===== config.mk =====
export PLATFORM = sky130hd
export DESIGN_NAME = hex_display_reader
export DESIGN_NICKNAME = d
export VERILOG_FILES = /design/src/rtl/hex_display_reader.sv
export SDC_FILE = /design/constraint.sdc
export NUM_CORES = 1
export LEC_CHECK = 0
export CORE_MARGIN = 1
export CORE_UTILIZATION = 49
export CTS_BUF_LIST = sky130_fd_sc_hd__clkbuf_2
export DETAILED_ROUTE_END_ITERATION = 10
export MAX_ROUTING_LAYER = met4
export PLACE_DENSITY_LB_ADDON = 0.08
export SYNTH_ARGS = -nofsm -noshare
export SYNTH_HDL_FRONTEND = slang
export SYNTH_SLANG_ARGS = --single-unit

===== constraint.sdc =====
create_clock -name clk -period 2.6 [get_ports clk]
set_input_delay 0.52 -clock clk [delete_from_list [all_inputs] [get_ports clk]]
set_output_delay 0.52 -clock clk [all_outputs]
set_load 0.01 [all_outputs]

===== src/rtl/hex_display_reader.sv =====
// Recovers per-digit hex nibbles from a multiplexed active-low 7-segment bus.
// Optional frame tracking (frame_done / frame_count) is enabled by defining HEX_READER_FRAME_EN.
module hex_display_reader #(
    parameter int NUM_DIGITS    = 6,
    parameter int STABLE_CYCLES = 4
) (
    input  logic                    clk,
    input  logic                    reset,
    input  logic [6:0]              seg_n,
    input  logic [NUM_DIGITS-1:0]   dig_sel,
    output logic [4*NUM_DIGITS-1:0] digits,
    output logic [NUM_DIGITS-1:0]   blank,
    output logic [NUM_DIGITS-1:0]   err,
    output logic                    update,
    output logic [2:0]              update_idx
`ifdef HEX_READER_FRAME_EN
    ,
    output logic                    frame_done,
    output logic [15:0]             frame_count
`endif
);

    localparam int CNT_W = $clog2(STABLE_CYCLES + 1);
    localparam logic [CNT_W-1:0] CNT_MAX = CNT_W'(STABLE_CYCLES);
    localparam logic [CNT_W-1:0] CNT_ONE = CNT_W'(1);

    typedef enum logic [1:0] {
        IDLE,
        SETTLE,
        HELD
    } state_t;

    state_t                  state_q, state_d;
    logic [CNT_W-1:0]        cnt_q, cnt_d;
    logic [6:0]              seg_q;
    logic [NUM_DIGITS-1:0]   sel_q;
    logic                    commit;
    logic                    same_sample;
    logic                    in_onehot;
    logic                    dec_valid;
    logic [3:0]              dec_nib;
    logic                    dec_blank;
    logic [2:0]              sel_idx;
    logic                    update_q;
    logic [2:0]              update_idx_q;
    logic [NUM_DIGITS-1:0][3:0] digit_q;
    logic [NUM_DIGITS-1:0]   blank_q;
    logic [NUM_DIGITS-1:0]   err_q;

    assign in_onehot   = (dig_sel != '0) && ((dig_sel & (dig_sel - 1'b1)) == '0);
    assign same_sample = (seg_n == seg_q) && (dig_sel == sel_q);

    always_ff @(posedge clk or posedge reset) begin
        if (reset) begin
            seg_q   <= '0;
            sel_q   <= '0;
            state_q <= IDLE;
            cnt_q   <= '0;
        end else begin
            seg_q   <= seg_n;
            sel_q   <= dig_sel;
            state_q <= state_d;
            cnt_q   <= cnt_d;
        end
    end

    // The counter counts samples as they are taken, so the commit edge is the
    // one that loads the STABLE_CYCLES-th identical sample.
    always_comb begin
        state_d = state_q;
        cnt_d   = cnt_q;
        commit  = 1'b0;
        case (state_q)
            IDLE: begin
                cnt_d = '0;
                if (in_onehot) begin
                    state_d = SETTLE;
                    cnt_d   = CNT_ONE;
                end
            end
            SETTLE: begin
                if (!in_onehot) begin
                    state_d = IDLE;
                    cnt_d   = '0;
                end else if (!same_sample) begin
                    cnt_d = CNT_ONE;
                end else if (cnt_q >= CNT_MAX - CNT_ONE) begin
                    state_d = HELD;
                    cnt_d   = CNT_MAX;
                    commit  = 1'b1;
                end else begin
                    cnt_d = cnt_q + CNT_ONE;
                end
            end
            HELD: begin
                if (!same_sample) begin
                    if (in_onehot) begin
                        state_d = SETTLE;
                        cnt_d   = CNT_ONE;
                    end else begin
                        state_d = IDLE;
                        cnt_d   = '0;
                    end
                end
            end
            default: begin
                state_d = IDLE;
                cnt_d   = '0;
            end
        endcase
    end

    // Inverse of the segment encoder table.
    always_comb begin
        dec_valid = 1'b1;
        dec_nib   = 4'h0;
        dec_blank = (seg_q == 7'h7F);
        case (seg_q)
            7'h40: dec_nib = 4'h0;
            7'h79: dec_nib = 4'h1;
            7'h24: dec_nib = 4'h2;
            7'h30: dec_nib = 4'h3;
            7'h19: dec_nib = 4'h4;
            7'h12: dec_nib = 4'h5;
            7'h02: dec_nib = 4'h6;
            7'h78: dec_nib = 4'h7;
            7'h00: dec_nib = 4'h8;
            7'h10: dec_nib = 4'h9;
            7'h08: dec_nib = 4'hA;
            7'h03: dec_nib = 4'hB;
            7'h46: dec_nib = 4'hC;
            7'h21: dec_nib = 4'hD;
            7'h06: dec_nib = 4'hE;
            7'h0E: dec_nib = 4'hF;
            default: dec_valid = 1'b0;
        endcase
    end

    always_comb begin
        sel_idx = 3'd0;
        for (int i = 0; i < NUM_DIGITS; i++) begin
            if (sel_q[i]) begin
                sel_idx = 3'(i);
            end
        end
    end

    for (genvar gi = 0; gi < NUM_DIGITS; gi++) begin : g_digit
        always_ff @(posedge clk or posedge reset) begin
            if (reset) begin
                digit_q[gi] <= 4'h0;
                blank_q[gi] <= 1'b1;
                err_q[gi]   <= 1'b0;
            end else if (commit && sel_q[gi]) begin
                if (dec_valid) begin
                    digit_q[gi] <= dec_nib;
                    blank_q[gi] <= 1'b0;
                    err_q[gi]   <= 1'b0;
                end else if (dec_blank) begin
                    blank_q[gi] <= 1'b1;
                    err_q[gi]   <= 1'b0;
                end else begin
                    blank_q[gi] <= 1'b0;
                    err_q[gi]   <= 1'b1;
                end
            end
        end
    end

    always_ff @(posedge clk or posedge reset) begin
        if (reset) begin
            update_q     <= 1'b0;
            update_idx_q <= 3'd0;
        end else begin
            update_q <= commit;
            if (commit) begin
                update_idx_q <= sel_idx;
            end
        end
    end

    assign digits     = digit_q;
    assign blank      = blank_q;
    assign err        = err_q;
    assign update     = update_q;
    assign update_idx = update_idx_q;

`ifdef HEX_READER_FRAME_EN
    logic [NUM_DIGITS-1:0] seen_q, seen_d;
    logic                  frame_done_q, frame_done_d;
    logic [15:0]           frame_count_q, frame_count_d;

    // A frame completes on the commit that fills the last missing digit.
    always_comb begin
        seen_d        = seen_q;
        frame_done_d  = 1'b0;
        frame_count_d = frame_count_q;
        if (commit) begin
            seen_d = seen_q | sel_q;
            if (&seen_d) begin
                seen_d        = '0;
                frame_done_d  = 1'b1;
                frame_count_d = frame_count_q + 16'd1;
            end
        end
    end

    always_ff @(posedge clk or posedge reset) begin
        if (reset) begin
            seen_q        <= '0;
            frame_done_q  <= 1'b0;
            frame_count_q <= 16'd0;
        end else begin
            seen_q        <= seen_d;
            frame_done_q  <= frame_done_d;
            frame_count_q <= frame_count_d;
        end
    end

    assign frame_done  = frame_done_q;
    assign frame_count = frame_count_q;
`endif

endmodule

==> results, run 1 <==
- Averaged over all synthesized cells, the footprint is around 11 um^2.
- The part of the power in the clock network is 33.5%.
- The ratio of total power to cell area is between 400 and 500 nW/um^2.
- The reg-to-reg critical path endpoint is err[3]$_DFFE_PP0P_.
- The share of the cycle needed by the critical path after routing is between 90% and 100%.
- The number of pins exceeding their max-slew limit in the final report came to 0.
- Post-CTS timing repair inserted 0 buffers for setup.
- For this design the total switching power over the nets is between 400 and 500 uW.
- Combinational logic burns under 10% of the power.
- The via total after detailed routing is around 2.1k.
- The core area is about 5200 um^2.
- STA classifies the critical path startpoint as an input pin.
- Static timing analysis puts the maximum clock frequency at slightly above 0.4 GHz.
- The power after layout is about 1.6 mW.
- The critical path is of the in -> reg type.
- The global-route wire length before repair is 10430 um.
- Clock-pin slew was measured on the worst setup and hold paths at 0.18 ns.
- The via density per instance is ~5.3.
- The area of combinational cells with multiple inputs is 1200 um^2.
- The signal on the critical path passes through clkdlybuf4s50_1 -> xor2_1 -> nor4_1 -> nand4_1 -> or3b_1 -> nor4_4 -> buf_4 -> nand2_2 -> mux2_1.
- In this design, the stage delay of the slowest critical-path cell is 0.43 ns.
- The run finished with clean final reports.
- The clock latency reported for the late side of the worst-skew pair is ~0.46 ns.
- The type of the tightest min-delay check is in -> async.
- The initial core utilization is 52.25%.
- In the synthesized netlist, the number of instances is between 200 and 250.
- The hold-fix buffer count after cts is 0.
- The final weighted congestion in routability-driven placement is around 0.91.
- The post-synthesis cell area is about 2700 um^2.
- The synthesis warning total is 0.
- For this design, the sink count on the clock tree is between 50 and 60.
- The final-report hold violation count is 0.
- Summed over all nets, wire length on met2 after detailed routing comes to 3058 um.
- STA puts the critical path data arrival time at 2.84 ns.
- The number of stages on the worst setup path is 9.
- The relative contribution of sequential cells to total power is a little under three fifths.
- For flop-to-flop paths, the worst setup slack is 0.17 ns.
- For the final routed database, the setup TNS stands at 0 ns.
- The minimum period implied by the final worst setup slack is between 2 and 2.5 ns.
- The via count of the first global-routing pass is 2179.
- The routed design uses 274 um of met3 wire.
- Of the cells placed in the final design, the portion with a size suffix greater than 1 is approximately 27%.
- The synthesized design contains 0 enable-type register cells.
- Summing the sequential cell areas from Yosys gives a little over half of the chip area.
- The register bit count reported by yosys is 58.
- Wires add up to about 6300 um.
- The initial antenna violation count is 0.
- The TritonCTS clock tree is done.
- From bottom edge to top edge, the die measures approximately 77 um.
- The tool flagged a number of max-cap violations equal to 0.
- The number of detailed-routing iterations run before antenna repair is 4.
- Setup repair after global routing left no endpoint under its margin.
- The capturing element of the worst setup path is err[3]$_DFFE_PP0P_.
- At the pin with the least slew margin, the transition time is slightly above 0.5 ns.
- The worst register-to-register path begins at seg_q[3]$_DFF_PP0_.
- The top routing layer in use is met4.
- The layout has 406 filler cells.
- The start point of the critical path is dig_sel[5].
- The top flip-flop cell by instance count after synthesis is sky130_fd_sc_hd__dfrtp_1.
- TritonCTS created 9 clock buffers.
- The area share of the largest cell type after synthesis is 47.55%.
- The tightest hold margin is roughly 0.38 ns.
- The post-detailed-placement half-perimeter wirelength is between 4000 and 5000 um.
- Summed over all layers, the global routing overflow is 0.
- The finished layout holds 398 standard cells, fillers aside.
- The leakage power figure is 1.670 nW.
- STA puts the critical path data required time at between 2 and 3 ns.
- The cell accounting for the most synthesized area is sky130_fd_sc_hd__dfrtp_1.
- The worst setup path is captured at a register.
- The share of synthesized registers carrying an async set or reset is 100.0%.
- The cell with the most instances after synthesis is sky130_fd_sc_hd__dfrtp_1.
- The global-route usage over all layers is between 20 and 25%.
- In this run the tightest slew margin relative to its limit is 65.55%.
- The layout net count is 340.
- The internal power of the cells totals ~1.2 mW.
- The per-cell routed wire length is about 16 um.
- The count of routing violations after the opening detailed-route iteration is 112.
- The number of remaining DRC errors is 0.
- The number of diodes added for antenna fixing is 0.
- The register area is between 1000 and 1500 um^2.
- The switching share of power is between 20% and 30%.
- The area added between synthesis and finish is 33.79%.
- The largest net degree at the start of global routing is 36.
- The horizontal extent of the die is around 77 um.
- Across the VDD grid, the largest voltage drop is between 0.2 and 0.3 mV.
- The number of placed I/O pins is between 50 and 60.
- The buffer cell driving the clock tree root is sky130_fd_sc_hd__clkbuf_2.
- The floorplan step defined a die boundary enclosing 5887 um^2.
- The worst-path cell with the longest stage delay is sky130_fd_sc_hd__clkdlybuf4s50_1.
- The number of buffer and inverter stages on the critical path is 2.
- The routed metal-1 wire length is 2896 um.
- Input and output buffers added on the ports amount to 54.
- The final antenna-violating net count is 0.
- By count the netlist is led by sky130_fd_sc_hd__dfrtp_1 (52), sky130_fd_sc_hd__mux2_2 (28), sky130_fd_sc_hd__nor2_1 (18), sky130_fd_sc_hd__nand2_1 (11), sky130_fd_sc_hd__xor2_1 (11).
- The family with the most delay on the worst path is simple AND/OR/NAND/NOR gates.
- Setup violations remaining at the end of the flow were counted as 0.
- The number of nets handed over by synthesis was roughly 260.
- The number of placed instances, taps included, is roughly 380.
- The maximum fanout encountered on the critical timing path is 8.
- The largest clock skew in the final design is about 0.020 ns.
- The buffer depth of the longest clock path is 2.
- The number of standard-cell rows in the floorplan is 26.
- The clock tree synthesis step divided the H-tree into 3 levels.
- The path depth of the worst reg2reg path is 8.
- By area the synthesized netlist is led by sky130_fd_sc_hd__dfrtp_1 (48%), sky130_fd_sc_hd__mux2_2 (12%), sky130_fd_sc_hd__dfstp_2 (5.8%), sky130_fd_sc_hd__xor2_1 (3.5%), sky130_fd_sc_hd__mux2_1 (3.3%).
- Counting distinct cell types in the post-synthesis netlist gives 47.
## kinds of logic after synthesis
family	Yosys count	synth area share [%]
multiplexers	36	14.81
AO/OA/AOI/OAI	32	7.499
flip-flops	58	53.32
adder cells (fa/ha/maj)	2	0.9143
AND/OR/NAND/NOR	75	15.18
XOR/XNOR	17	5.441
buffers and inverters	18	2.835
## area by class of cell
type | instances | share of cell area (%)
repair buffers | 84 | 21.26
multi-input cells | 162 | 32.78
flip-flops and latches | 58 | 39.88
clock inverters | 7 | 1.640
inverters | 8 | 0.8202
well taps | 70 | 2.392
clock buffers | 9 | 1.230
## per-layer routing
metal | track usage, % | vias to the layer above
met4 | 9.808 | 0
met1 | 29.77 | 1038
met2 | 38.57 | 51
met3 | 4.643 | 5
met5 | - | -
li1 | - | 1023
## power groups by stage
| stage | Sequential, mW | Combinational, mW | Clock, mW |
|---|---|---|---|
| 3_5_place_dp | 0.951 | 0.156 | 0 |
| 2_1_floorplan | 0.943 | 0.0820 | 0 |
| 6_report | 0.935 | 0.156 | 0.549 |
| 5_1_grt | 0.938 | 0.174 | 0.606 |
| 3_3_place_gp | 0.951 | 0.155 | 0 |
| 4_1_cts | 0.935 | 0.158 | 0.560 |
## placed cells by master (no fill, tap or decap), drive strengths merged, types with 2 or more instances in the layout
master         netlist  routed
ha                   2       2
clkinv               0       5
nor4                 9       9
nand2b               2       2
dfstp                6       6
buf                  4      30
xor2                11      11
nor2                18      18
inv                  8       8
nor3b                3       3
nand3                9       9
or3                  2       2
nor3                 5       5
a211oi               4       4
clkbuf               6       9
nand2               15      15
dfrtp               52      52
a31oi                2       2
clkdlybuf4s50        0      54
mux2                36      36
or2                  3       3
xnor2                6       6
o21ai                8       8
a21oi                8       8
## per-stage QoR
step                area (um^2)  util, %  setup slack [ns]
floorplan                  2736        -           0.09761
global placement           3555    67.87           -0.3785
detailed placement         3555    67.87           -0.3756
CTS                        3660    69.88            0.1135
global route               3661    69.90           0.02079
finish                     3661    69.90            0.1146
## flip-flops by register name, indices dropped and copies added, names as in the netlist
signal / cells
sel_q: 6
update: 1
err: 6
cnt_q: 3
blank: 6
update_idx: 3
seg_q: 7
state_q: 2
digits: 24
## what timing repair did
action,in CTS,in global routing
endpoints found under the setup margin,0,2
endpoints found under the hold margin,0,0
gates resized for setup,0,1
## how the worst min path moves through the flow
stage | endpoint | slack [ns] | depth (start not counted)
5_1_grt | digits[12]$_DFFE_PP0P_ | 0.40 | 2
6_report | digits[12]$_DFFE_PP0P_ | 0.38 | 2
4_1_cts | digits[13]$_DFFE_PP0P_ | 0.38 | 2
3_3_place_gp | err[4]$_DFFE_PP0P_ | 0.48 | 1
3_5_place_dp | err[2]$_DFFE_PP0P_ | 0.48 | 1
2_1_floorplan | cnt_q[1]$_DFFE_PP0N_ | 0.49 | 1
(Power assumes the default switching activity.)
==> inputs of run 2 (changes only) <==
--- a/config.mk
+++ b/config.mk
@@ -5,6 +5,8 @@
 export SDC_FILE = /design/constraint.sdc
 export NUM_CORES = 1
 export LEC_CHECK = 0
+export CAP_MARGIN = 20
+export CORE_ASPECT_RATIO = 0.75
 export CORE_MARGIN = 1
 export CORE_UTILIZATION = 49
 export CTS_BUF_LIST = sky130_fd_sc_hd__clkbuf_2
==> run 2 against run 1 <==
Effect of this change: wire length grew 1.1%; clock power fell by 7.7%; utilization decreased by 1.8 points; cell count is 0.75% higher; setup slack gained 0.019 ns; die area barely moved; power is 2.6% lower; worst hold slack worse by 0.045 ns; count of clock-buffer cells in the layout stayed put; non-clock buffer count is 2 lower; first-iteration DRC count decreased by 8.0%; combinational power barely moved; largest cell class unchanged; largest power group unchanged; highest routed layer unchanged.
==> results, run 2 (synthesis gave the netlist of run 1 again) <==
- The type of the tightest min-delay check is in -> async.
- The number of diodes added for antenna fixing is 0 (unchanged).
- The via total after detailed routing is 2133 (+0.76%).
- The number of buffers added by the clock tree synthesis step was 9 (unchanged).
- In the layout the commonest cells are sky130_fd_sc_hd__clkdlybuf4s50_1 (54), sky130_fd_sc_hd__dfrtp_1 (51), sky130_fd_sc_hd__mux2_2 (28).
- In this run the clock root is driven by a sky130_fd_sc_hd__clkbuf_2.
- The transition time at the pin with the least slew margin is 0.5673 ns (+0.05275 ns).
- The via density per instance is 5.319 (about the same).
- The power dissipated by switching net loads is 481.7 uW (+9.1%).
- The global-route usage over all layers was 25.02% (+1.0 points).
- The clock latency reported for the late side of the worst-skew pair is 0.52 ns (+0.06 ns).
- The number of setup violations in the final report is 0 (unchanged).
- The worst-case headroom to the max-slew limit is 62.01% (-3.5 points).
- The aggregate global routing overflow was 0 (unchanged).
- The final design area excluding fillers is 3646 um^2 (-0.41%).
- The worst slack at placement is -0.3827 ns (-0.007118 ns).
- The level count of the clock H-tree was 3 (unchanged).
- The global-route wire length before repair is 10310 um (-1.2%).
- The number of pins exceeding their max-slew limit in the final report is 0 (unchanged).
- The height of the die is 66.72 um (-13%).
- The number of standard-cell rows in the floorplan is 23 (-12%).
- The total of cells resized after clock tree synthesis came to 0 (unchanged).
- The switching share of power is 30.17% (+3.2 points).
- The number of buffers inserted by post-CTS setup repair was 0 (unchanged).
- The largest net degree at the start of global routing is 59 (+64%).
- The total detailed-routing wirelength is 6347 um (+1.1%).
- The hold-fix buffer count after cts is 0 (unchanged).
- The combinational share of power is 9.6% (about the same).
- The total of buffers placed on input and output ports came to 54 (unchanged).
- The critical setup path kind is reg -> reg.
- The final-report hold violation count was 0 (unchanged).
- The buffer depth of the longest clock path is 2 (unchanged).
- The number of clock sinks seen by CTS is 58 (unchanged).
- The number of placed I/O pins was 55 (unchanged).
- The per-cell routed wire length was 15.83 um (+0.39%).
- The largest clock skew in the final design is 0.03647 ns (+0.01670 ns).
- The start point of the critical path is sel_q[1]$_DFF_PP0_.
- The number of placed instances, taps included is 385 (+0.79%).
- The internal power is 1.115 mW (-6.9%).
- The number of maximum-capacitance violations is 0 (unchanged).
- The worst register-to-register path begins at sel_q[1]$_DFF_PP0_.
- The maximum vdd ir drop came to 0.2717 mV (-7.5%).
- The share of the cycle needed by the critical path after routing was 94.84% (-0.75 points).
- The count of routing violations after the opening detailed-route iteration came to 103 (-8.0%).
- The core area is 5353 um^2 (+2.2%).
- The number of detailed-routing iterations run before antenna repair is 4 (unchanged).
- Setup repair after global routing left no endpoint under its margin.
- The required time reported for the critical path endpoint was 3.01 ns (+0.05 ns).
- The layout net count is 338 (-0.59%).
- The post-layout worst setup margin is 0.1340 ns (+0.01947 ns).
- The final weighted congestion in routability-driven placement is 0.8390 (-8.2%).
- The area added between synthesis and finish is 33.24%.
- The setup slack of the most critical reg-to-reg path came to 0.13 ns (-0.04 ns).
- The ratio of total power to cell area is 438.0 nW/um^2 (-2.2%).
- The final antenna-violating net count is 0 (unchanged).
- The flip-flop count of the largest register after layout came to 24 (unchanged).
- The category of the worst setup path capture point is a register.
- The run finished with clean final reports.
- The library cell used most frequently in the layout, excluding fill and tap cells, is sky130_fd_sc_hd__clkdlybuf4s50_1.
- The data arrival at the endpoint of the critical path is 2.88 ns (+0.04 ns).
- The post-detailed-placement half-perimeter wirelength was 4572 um (about the same).
- The initial core utilization is 51.12% (-1.1 points).
- The relative contribution of sequential cells to total power is 58.7% (+1.7 points).
- The CTS clock-pin slew for the worst setup and hold paths is 0.20 ns (+0.02 ns).
- The maximum fanout encountered on the critical timing path is 8 (unchanged).
- The initial antenna violation count is 0 (unchanged).
- The via count of the first global-routing pass is 2072 (-4.9%).
- The highest clock frequency the design can meet is 0.4055 GHz (+0.79%).
- The minimum period implied by the final worst setup slack is 2.466 ns (-0.01947 ns).
- The post-layout instance count excluding filler cells came to 401 (+0.75%).
- The floorplan die area is 5890 um^2 (about the same).
- The instance area at placement is 3546 um^2 (-0.25%).
- The horizontal extent of the die came to 88.29 um (+15%).
- The number of remaining DRC errors was 0 (unchanged).
- The TritonCTS clock tree is done.
- The fraction of final layout cells sized beyond drive strength 1 is 27.30% (+0.17 points).
- STA classifies the critical path startpoint as a register.
- The power after layout is 1.597 mW (-2.6%).
- The part of the power in the clock network is 31.8% (-1.7 points).
- The leakage power figure is 1.649 nW (-1.3%).
## run 2: cell count changes in the layout (fill, tap and decap cells not counted)
cell	delta
sky130_fd_sc_hd__bufinv_16	-1
sky130_fd_sc_hd__clkinv_4	+2
sky130_fd_sc_hd__inv_6	+1
sky130_fd_sc_hd__clkinv_2	-2
sky130_fd_sc_hd__clkinv_1	-2
sky130_fd_sc_hd__clkinvlp_4	+2
sky130_fd_sc_hd__buf_4	-2
## run 2: power by group through the flow
stage	Sequential [mW]	Clock (mW)	Combinational, mW
2_1_floorplan	0.943	0	0.0820
3_3_place_gp	0.952	0	0.152
3_5_place_dp	0.953	0	0.153
4_1_cts	0.937	0.531	0.154
5_1_grt	0.940	0.563	0.170
6_report	0.937	0.507	0.153
## run 2: cell type report
class                           count  area [um^2]
Clock buffer                        9        45.04
Clock inverter                      7        53.80
Fill cell                         431         1707
Inverter                            8        30.03
Multi-Input combinational cell    162         1200
Sequential cell                    58         1460
Tap cell                           75        93.84
Timing Repair Buffer               82        763.2
## run 2: critical path: stages (launching register included)
cell                      delay [ns]
sky130_fd_sc_hd__dfrtp_1        0.48
sky130_fd_sc_hd__xor2_1         0.16
sky130_fd_sc_hd__nor4_1         0.27
sky130_fd_sc_hd__nand4_1        0.14
sky130_fd_sc_hd__or3b_1         0.43
sky130_fd_sc_hd__nor4_4         0.27
sky130_fd_sc_hd__buf_4          0.21
sky130_fd_sc_hd__nand2_2        0.08
sky130_fd_sc_hd__mux2_1         0.33
## run 2: stage by stage
stage          hold slack (ns)  utilization (%)  TNS, ns
2_1_floorplan           0.4921                -        0
3_3_place_gp            0.4862            66.25   -7.825
6_report                0.3348            68.12        0
4_1_cts                 0.3151            68.09        0
5_1_grt                 0.3621            68.12        0
3_5_place_dp            0.4859            66.25   -9.958
## run 2: per-layer routing
layer  vias to the layer above  wire, um  GRT usage [%]
met3                         8       315          7.683
li1                       1021         -              -
met1                      1041      3107          34.19
met5                         -         0              -
met4                         0        79          8.468
met2                        63      2844          35.38
## run 2: path summary, 6_finish.rpt
path	cells past startpoint	end
min in group clk	1	seg_q[6]$_DFF_PP0_
worst max-delay path	8	err[2]$_DFFE_PP0P_
worst max register to register	8	err[2]$_DFFE_PP0P_
worst min-delay path	3	err[5]$_DFFE_PP0P_
max in group asynchronous	3	blank[2]$_DFFE_PP1P_
worst min register to register	1	digits[8]$_DFFE_PP0P_
